[src/rtl/ws2812_defs.sv]
// Shared WS2812 definitions: default bit timing at a 200 MHz system clock,
// pixel width, counter width and decoder state encodings. The transmitter
// takes its bit timing from this package as well.
`timescale 1ns/100ps

package ws2812_defs;

  // Pulse-width limits and frame gap, in 200 MHz clock cycles
  localparam int CNT_HIGH_MIN   = 2*10;
  localparam int CNT_BIT_THRESH = 2*85;
  localparam int CNT_HIGH_MAX   = 2*200;
  localparam int CNT_RESET      = 2*5000;

  localparam int PIXEL_W = 24;
  localparam int CNT_W   = 16;

  typedef logic [1:0] ws_state_t;

  // Kept as plain constants so older state-machine code can use the same encodings
  localparam ws_state_t ST_GAP  = 2'd0;
  localparam ws_state_t ST_LOW  = 2'd1;
  localparam ws_state_t ST_HIGH = 2'd2;

  // Width counters stick at all-ones instead of wrapping
  function automatic logic [CNT_W-1:0] sat_inc(input logic [CNT_W-1:0] v);
    return (v == {CNT_W{1'b1}}) ? v : v + 1'b1;
  endfunction

endpackage

[src/rtl/ws2812_edge_sync.sv]
// Brings the asynchronous WS2812 line into the clock domain with two flops,
// keeps one more delayed copy, and derives single-cycle rise/fall strobes.
`timescale 1ns/100ps

module ws2812_edge_sync (
  input  logic clk_in,
  input  logic rst_n_in,
  input  logic ws2812_data_in,
  output logic din_s,
  output logic rise,
  output logic fall
);

  logic din_meta;
  logic din_d;

  // Two-stage synchronizer followed by the delay stage used for edge detection
  always_ff @(posedge clk_in or negedge rst_n_in) begin
    if (!rst_n_in) begin
      din_meta <= 1'b0;
      din_s    <= 1'b0;
      din_d    <= 1'b0;
    end else begin
      din_meta <= ws2812_data_in;
      din_s    <= din_meta;
      din_d    <= din_s;
    end
  end

  assign rise = din_s & ~din_d;
  assign fall = ~din_s & din_d;

endmodule

[src/rtl/ws2812_decoder.sv]
// WS2812 receive decoder: measures each high pulse on the synchronized line,
// turns it into a 0/1 bit, packs 24 bits MSB-first into a GRB pixel and marks
// frame ends from the long low latch gap. Illegal pulse widths abort the
// frame and decoding waits for the next full gap.
// Optional build macro WS2812_DECODER_FWD_EN: regenerates the line for the
// next device in the chain with the first pixel of each frame stripped off.
`timescale 1ns/100ps

module ws2812_decoder #(
  parameter int CNT_HIGH_MIN   = ws2812_defs::CNT_HIGH_MIN,
  parameter int CNT_BIT_THRESH = ws2812_defs::CNT_BIT_THRESH,
  parameter int CNT_HIGH_MAX   = ws2812_defs::CNT_HIGH_MAX,
  parameter int CNT_RESET      = ws2812_defs::CNT_RESET
) (
  input  logic        clk_in,
  input  logic        rst_n_in,
  input  logic        ws2812_data_in,
  output logic [23:0] pixel_data_out,
  output logic        pixel_vld_out,
  output logic        frame_done_out,
  output logic        err_out,
  output logic        ws2812_data_out
);

  import ws2812_defs::*;

  localparam logic [CNT_W-1:0] HIGH_MIN_C = CNT_W'(CNT_HIGH_MIN);
  localparam logic [CNT_W-1:0] THRESH_C   = CNT_W'(CNT_BIT_THRESH);
  localparam logic [CNT_W-1:0] HIGH_MAX_C = CNT_W'(CNT_HIGH_MAX);
  localparam logic [CNT_W-1:0] RESET_C    = CNT_W'(CNT_RESET);

  logic             din_s;
  logic             rise;
  logic             fall;
  logic [CNT_W-1:0] high_cnt;
  logic [CNT_W-1:0] low_cnt;
  ws_state_t        state;
  logic [4:0]       bit_idx;
  logic [23:0]      shift_q;
  logic             bits_seen;

  logic             bit_val;
  logic [23:0]      shift_next;
  logic             frame_end_evt;
  logic             err_evt;
  logic             bit_evt;
  logic             pix_evt;

  ws2812_edge_sync u_edge_sync (
    .clk_in         (clk_in),
    .rst_n_in       (rst_n_in),
    .ws2812_data_in (ws2812_data_in),
    .din_s          (din_s),
    .rise           (rise),
    .fall           (fall)
  );

  // The count seen on the fall cycle is exactly the synchronized high width
  assign bit_val       = (high_cnt > THRESH_C);
  assign shift_next    = {shift_q[22:0], bit_val};
  assign frame_end_evt = (state == ST_LOW) && (low_cnt == RESET_C);
  assign err_evt       = (state == ST_HIGH) &&
                         ((fall && (high_cnt < HIGH_MIN_C)) || (high_cnt > HIGH_MAX_C));
  assign bit_evt       = (state == ST_HIGH) && fall &&
                         (high_cnt >= HIGH_MIN_C) && (high_cnt <= HIGH_MAX_C);
  assign pix_evt       = bit_evt && (bit_idx == 5'd23);

  // High and low width counters, each cleared by the edge that ends the other level
  always_ff @(posedge clk_in or negedge rst_n_in) begin
    if (!rst_n_in) begin
      high_cnt <= '0;
      low_cnt  <= '0;
    end else begin
      if (fall) begin
        high_cnt <= '0;
      end else if (din_s) begin
        high_cnt <= sat_inc(high_cnt);
      end
      if (rise) begin
        low_cnt <= '0;
      end else if (!din_s) begin
        low_cnt <= sat_inc(low_cnt);
      end
    end
  end

  // Frame state machine, bit assembly and the registered output strobes
  always_ff @(posedge clk_in or negedge rst_n_in) begin
    if (!rst_n_in) begin
      state          <= ST_GAP;
      bit_idx        <= '0;
      shift_q        <= '0;
      bits_seen      <= 1'b0;
      pixel_data_out <= '0;
      pixel_vld_out  <= 1'b0;
      frame_done_out <= 1'b0;
      err_out        <= 1'b0;
    end else begin
      pixel_vld_out  <= 1'b0;
      frame_done_out <= 1'b0;
      err_out        <= 1'b0;
      case (state)
        ST_GAP: begin
          if (low_cnt == RESET_C) begin
            bit_idx   <= '0;
            shift_q   <= '0;
            bits_seen <= 1'b0;
            state     <= rise ? ST_HIGH : ST_LOW;
          end
        end
        ST_LOW: begin
          if (frame_end_evt) begin
            frame_done_out <= bits_seen;
            bits_seen      <= 1'b0;
            bit_idx        <= '0;
            shift_q        <= '0;
          end
          if (rise) begin
            state <= ST_HIGH;
          end
        end
        ST_HIGH: begin
          if (err_evt) begin
            err_out   <= 1'b1;
            bits_seen <= 1'b0;
            bit_idx   <= '0;
            shift_q   <= '0;
            state     <= ST_GAP;
          end else if (bit_evt) begin
            shift_q   <= shift_next;
            bits_seen <= 1'b1;
            state     <= ST_LOW;
            if (pix_evt) begin
              pixel_data_out <= shift_next;
              pixel_vld_out  <= 1'b1;
              bit_idx        <= '0;
            end else begin
              bit_idx <= bit_idx + 5'd1;
            end
          end
        end
        default: begin
          state <= ST_GAP;
        end
      endcase
    end
  end

`ifdef WS2812_DECODER_FWD_EN
  logic fwd_active;

  // Forwarding window opens after the first pixel and closes at frame end or error
  always_ff @(posedge clk_in or negedge rst_n_in) begin
    if (!rst_n_in) begin
      fwd_active <= 1'b0;
    end else if (frame_end_evt || err_evt) begin
      fwd_active <= 1'b0;
    end else if (pix_evt) begin
      fwd_active <= 1'b1;
    end
  end

  // Regenerated downstream line, gated copy of the synchronized input
  always_ff @(posedge clk_in or negedge rst_n_in) begin
    if (!rst_n_in) begin
      ws2812_data_out <= 1'b0;
    end else begin
      ws2812_data_out <= din_s & fwd_active;
    end
  end
`else
  assign ws2812_data_out = 1'b0;
`endif

endmodule

[config.mk]
export PLATFORM = sky130hd
export DESIGN_NAME = ws2812_decoder
export DESIGN_NICKNAME = d
export VERILOG_FILES = /design/src/rtl/ws2812_defs.sv /design/src/rtl/ws2812_edge_sync.sv /design/src/rtl/ws2812_decoder.sv
export SDC_FILE = /design/constraint.sdc
export NUM_CORES = 1
export LEC_CHECK = 0
export CAP_MARGIN = 0
export CORE_MARGIN = 2
export CORE_UTILIZATION = 41
export DETAILED_ROUTE_END_ITERATION = 16
export PLACE_DENSITY_LB_ADDON = 0.3
export SLEW_MARGIN = 20
export SYNTH_ARGS = -nofsm -noshare
export SYNTH_HDL_FRONTEND = slang
export SYNTH_SLANG_ARGS = --single-unit
[constraint.sdc]
create_clock -name clk_in -period 3 [get_ports clk_in]
set_input_delay 0.6 -clock clk_in [delete_from_list [all_inputs] [get_ports clk_in]]
set_output_delay 0.6 -clock clk_in [all_outputs]
set_load 0.05 [all_outputs]
==> flow_summary.ini <==
[cts]
cts_tree = done
cts_sinks = 93
clockBufferDepth = 2
cts_made_buffers = 9
h-tree-depth = 3
cts_setup_buffers = 0
cts-root-buf = clkbuf_8
clkLatencyLatePin_ps = 360
cts.hold.buffers_added = 0
cts_resized = 0
path_clk_slew_ps = 100

[final_layout]
fillers = 940
nets = 414
diodes = 0
utilization = 0.479
stdcell_count = 546
drive_above_1_share = 0.132
layout-area-overhead-vs-synth_pct = 13.7
design_area_mm2 = 0.00495
multi_input_area_mm2 = 0.00188
regArea_mm2 = 0.00233

[sta]
finalWorstSetupSlack_ps = 394
hold_viol_final = 0
setup_viol = 0
fin_crit_ps = 2610
finalCritPeriodShare = 0.869
final.setup.tns_ps = 0
slew_violations = 0
clock_skew_ps = 10.5
rsz0062_at_grt = false
slew_headroom = 0.469
clock.fmax_ghz = 0.384
worst_pin_slew_ps = 776
holdWs_ps = 230

[critical_path]
required_ps = 3250
worstPathArrival_ps = 2850
crit_type = flip-flop to flip-flop
path_max_fanout = 24
cp-start-kind = flip-flop
crit_path_end_kind = flip-flop

[yosys]
yosys_register_bits = 93
syn_nets = 389
synth.largest_area_cell = dfrtp_1
synth_common_cells = dfrtp_1, nand3_1, nand2_1, a22o_1, mux2_4
synthCells = 380
synth.avg_cell_area_um2 = 11.5
ys_async_sr_fraction = 1.00
netlist.area_leader.share = 0.535
post-synth-top-count-cell = dfrtp_1
synth_edf_count = 0
synth-main-ff-cell = dfrtp_1
post_synth_num_cell_types = 57
ys_seq_area_frac = 0.535
synth_area_leaders = dfrtp_1, mux2_4, a22o_1
yosysWarnings = 0
syn_area_mm2 = 0.00435

[route]
finalWirelength_mm = 8.28
vias = 3056
drc_errors = 0
viasPerCell = 5.60
wl_per_cell_um = 15.2
drt_iter0_markers = 150
ant_nets = 0
drt-pass1-iter-count = 4

[global_route]
grt_pass1_vias = 3071
grt_max_degree = 49
grt_use_total = 0.157
grt_overflow_total = 0
grt_pass1_wl_mm = 14.5
antenna_found_initial = 0

[power_and_ir_drop]
switching_share = 0.265
pwr-share-seq = 0.583
finalPower_mw = 2.28
peakVddDrop_mv = 0.227
power_switching_uw = 604
internal_power_mw = 1.67
cellLeakagePower_nw = 2.27
comb_power_share = 0.064
pwr_density_cell_mw_per_mm2 = 460
pwr-share-clk = 0.353

[floorplanning]
die_w_um = 107
start_util = 0.422
boundaryPins = 31
dieHeight_um = 107
row_count = 37
core-area_mm2 = 0.0103
dieArea_mm2 = 0.0115

[place]
routabilityCongestion = 0.819
pre_cts_ws_ps = 403
placed_area_mm2 = 0.00476
hpwl_mm = 5.65
portBuffers = 29
dp_cells = 530

[run_status]
status = completed

[flow_run]
cap_violations = 0

[min_path]
hp-class = input pin to async pin
[worst max-delay path: stages, from the launching register on]
cell and delay [ps]:
dfrtp_1 440, nor4_2 320, nand2_1 160, or4b_1 700, or2_1 270, buf_4 260, mux2_4 330
[state kept, by name, indices dropped and copies added (netlist names)]
signal                cells
state                     2
bit_idx                   5
u_edge_sync.din_meta      1
bits_seen                 1
u_edge_sync.din_d         1
low_cnt                  16
err_out                   1
shift_q                  23
frame_done_out            1
pixel_vld_out             1
pixel_data_out           24
high_cnt                 16
u_edge_sync.din_s         1
[power by group through the flow]
stage	Sequential [mW]	Clock, mW	Combinational (mW)
floorplan	1.33	0	0.112
global placement	1.35	0	0.146
detailed placement	1.35	0	0.148
CTS	1.33	0.830	0.149
global route	1.34	0.883	0.170
finish	1.33	0.804	0.145
[layout make-up]
| class | instances | share of cell area |
|---|---|---|
| tap | 136 | 0.0344 |
| multi-input combinational | 258 | 0.380 |
| clock buffer | 10 | 0.0278 |
| sequential | 93 | 0.470 |
| clock inverter | 6 | 0.0106 |
| timing repair buffer | 37 | 0.0728 |
| inverter | 6 | 0.00455 |
[logic make-up after synthesis]
group / share of synthesized area
muxes: 0.0923
adders and majority gates: 0.0172
DFF: 0.535
and+or+nand+nor: 0.172
buffers and inverters: 0.0354
AOI/OAI and AO/OA: 0.136
other: 0.000861
xor gates and xnor gates: 0.0121
[final timing paths]
kind	startpoint	to	slack [ps]	depth (start not counted)
hold / removal	rst_n_in	pixel_data_out[21]	230	1
setup reg to reg	high_cnt[12]	pixel_data_out[7]	390	6
setup / recovery	high_cnt[12]	pixel_data_out[7]	390	6
min in group clk_in	u_edge_sync.din_meta	u_edge_sync.din_s	360	0
max in group asynchronous	rst_n_in	low_cnt[5]	2110	2
hold reg to reg	u_edge_sync.din_meta	u_edge_sync.din_s	360	0
[layer usage]
layer,vias up,wire [µm],global-route usage,share of wire
met2,59,4020,0.260,0.49
li1,1462,-,-,-
met3,9,305,0.0407,0.037
met5,-,0,0,0
met4,0,81,0.0399,0.0098
met1,1526,3880,0.206,0.47
[cell usage in the layout, fill, tap and decap left out, types with 5 or more instances in the layout]
master / n
nand3_1: 28
ha_1: 6
o21ai_0: 12
nor3b_1: 5
clkdlybuf4s50_1: 28
mux2i_1: 6
and3_1: 8
a22o_1: 23
nand2_1: 27
clkbuf_8: 10
a21o_1: 5
nor3_1: 9
o31ai_1: 7
mux2_2: 5
or3_1: 10
inv_1: 6
a21oi_1: 9
dfrtp_1: 93
nor2_1: 12
mux2_4: 19
buf_4: 8
(Power assumes the default switching activity.)
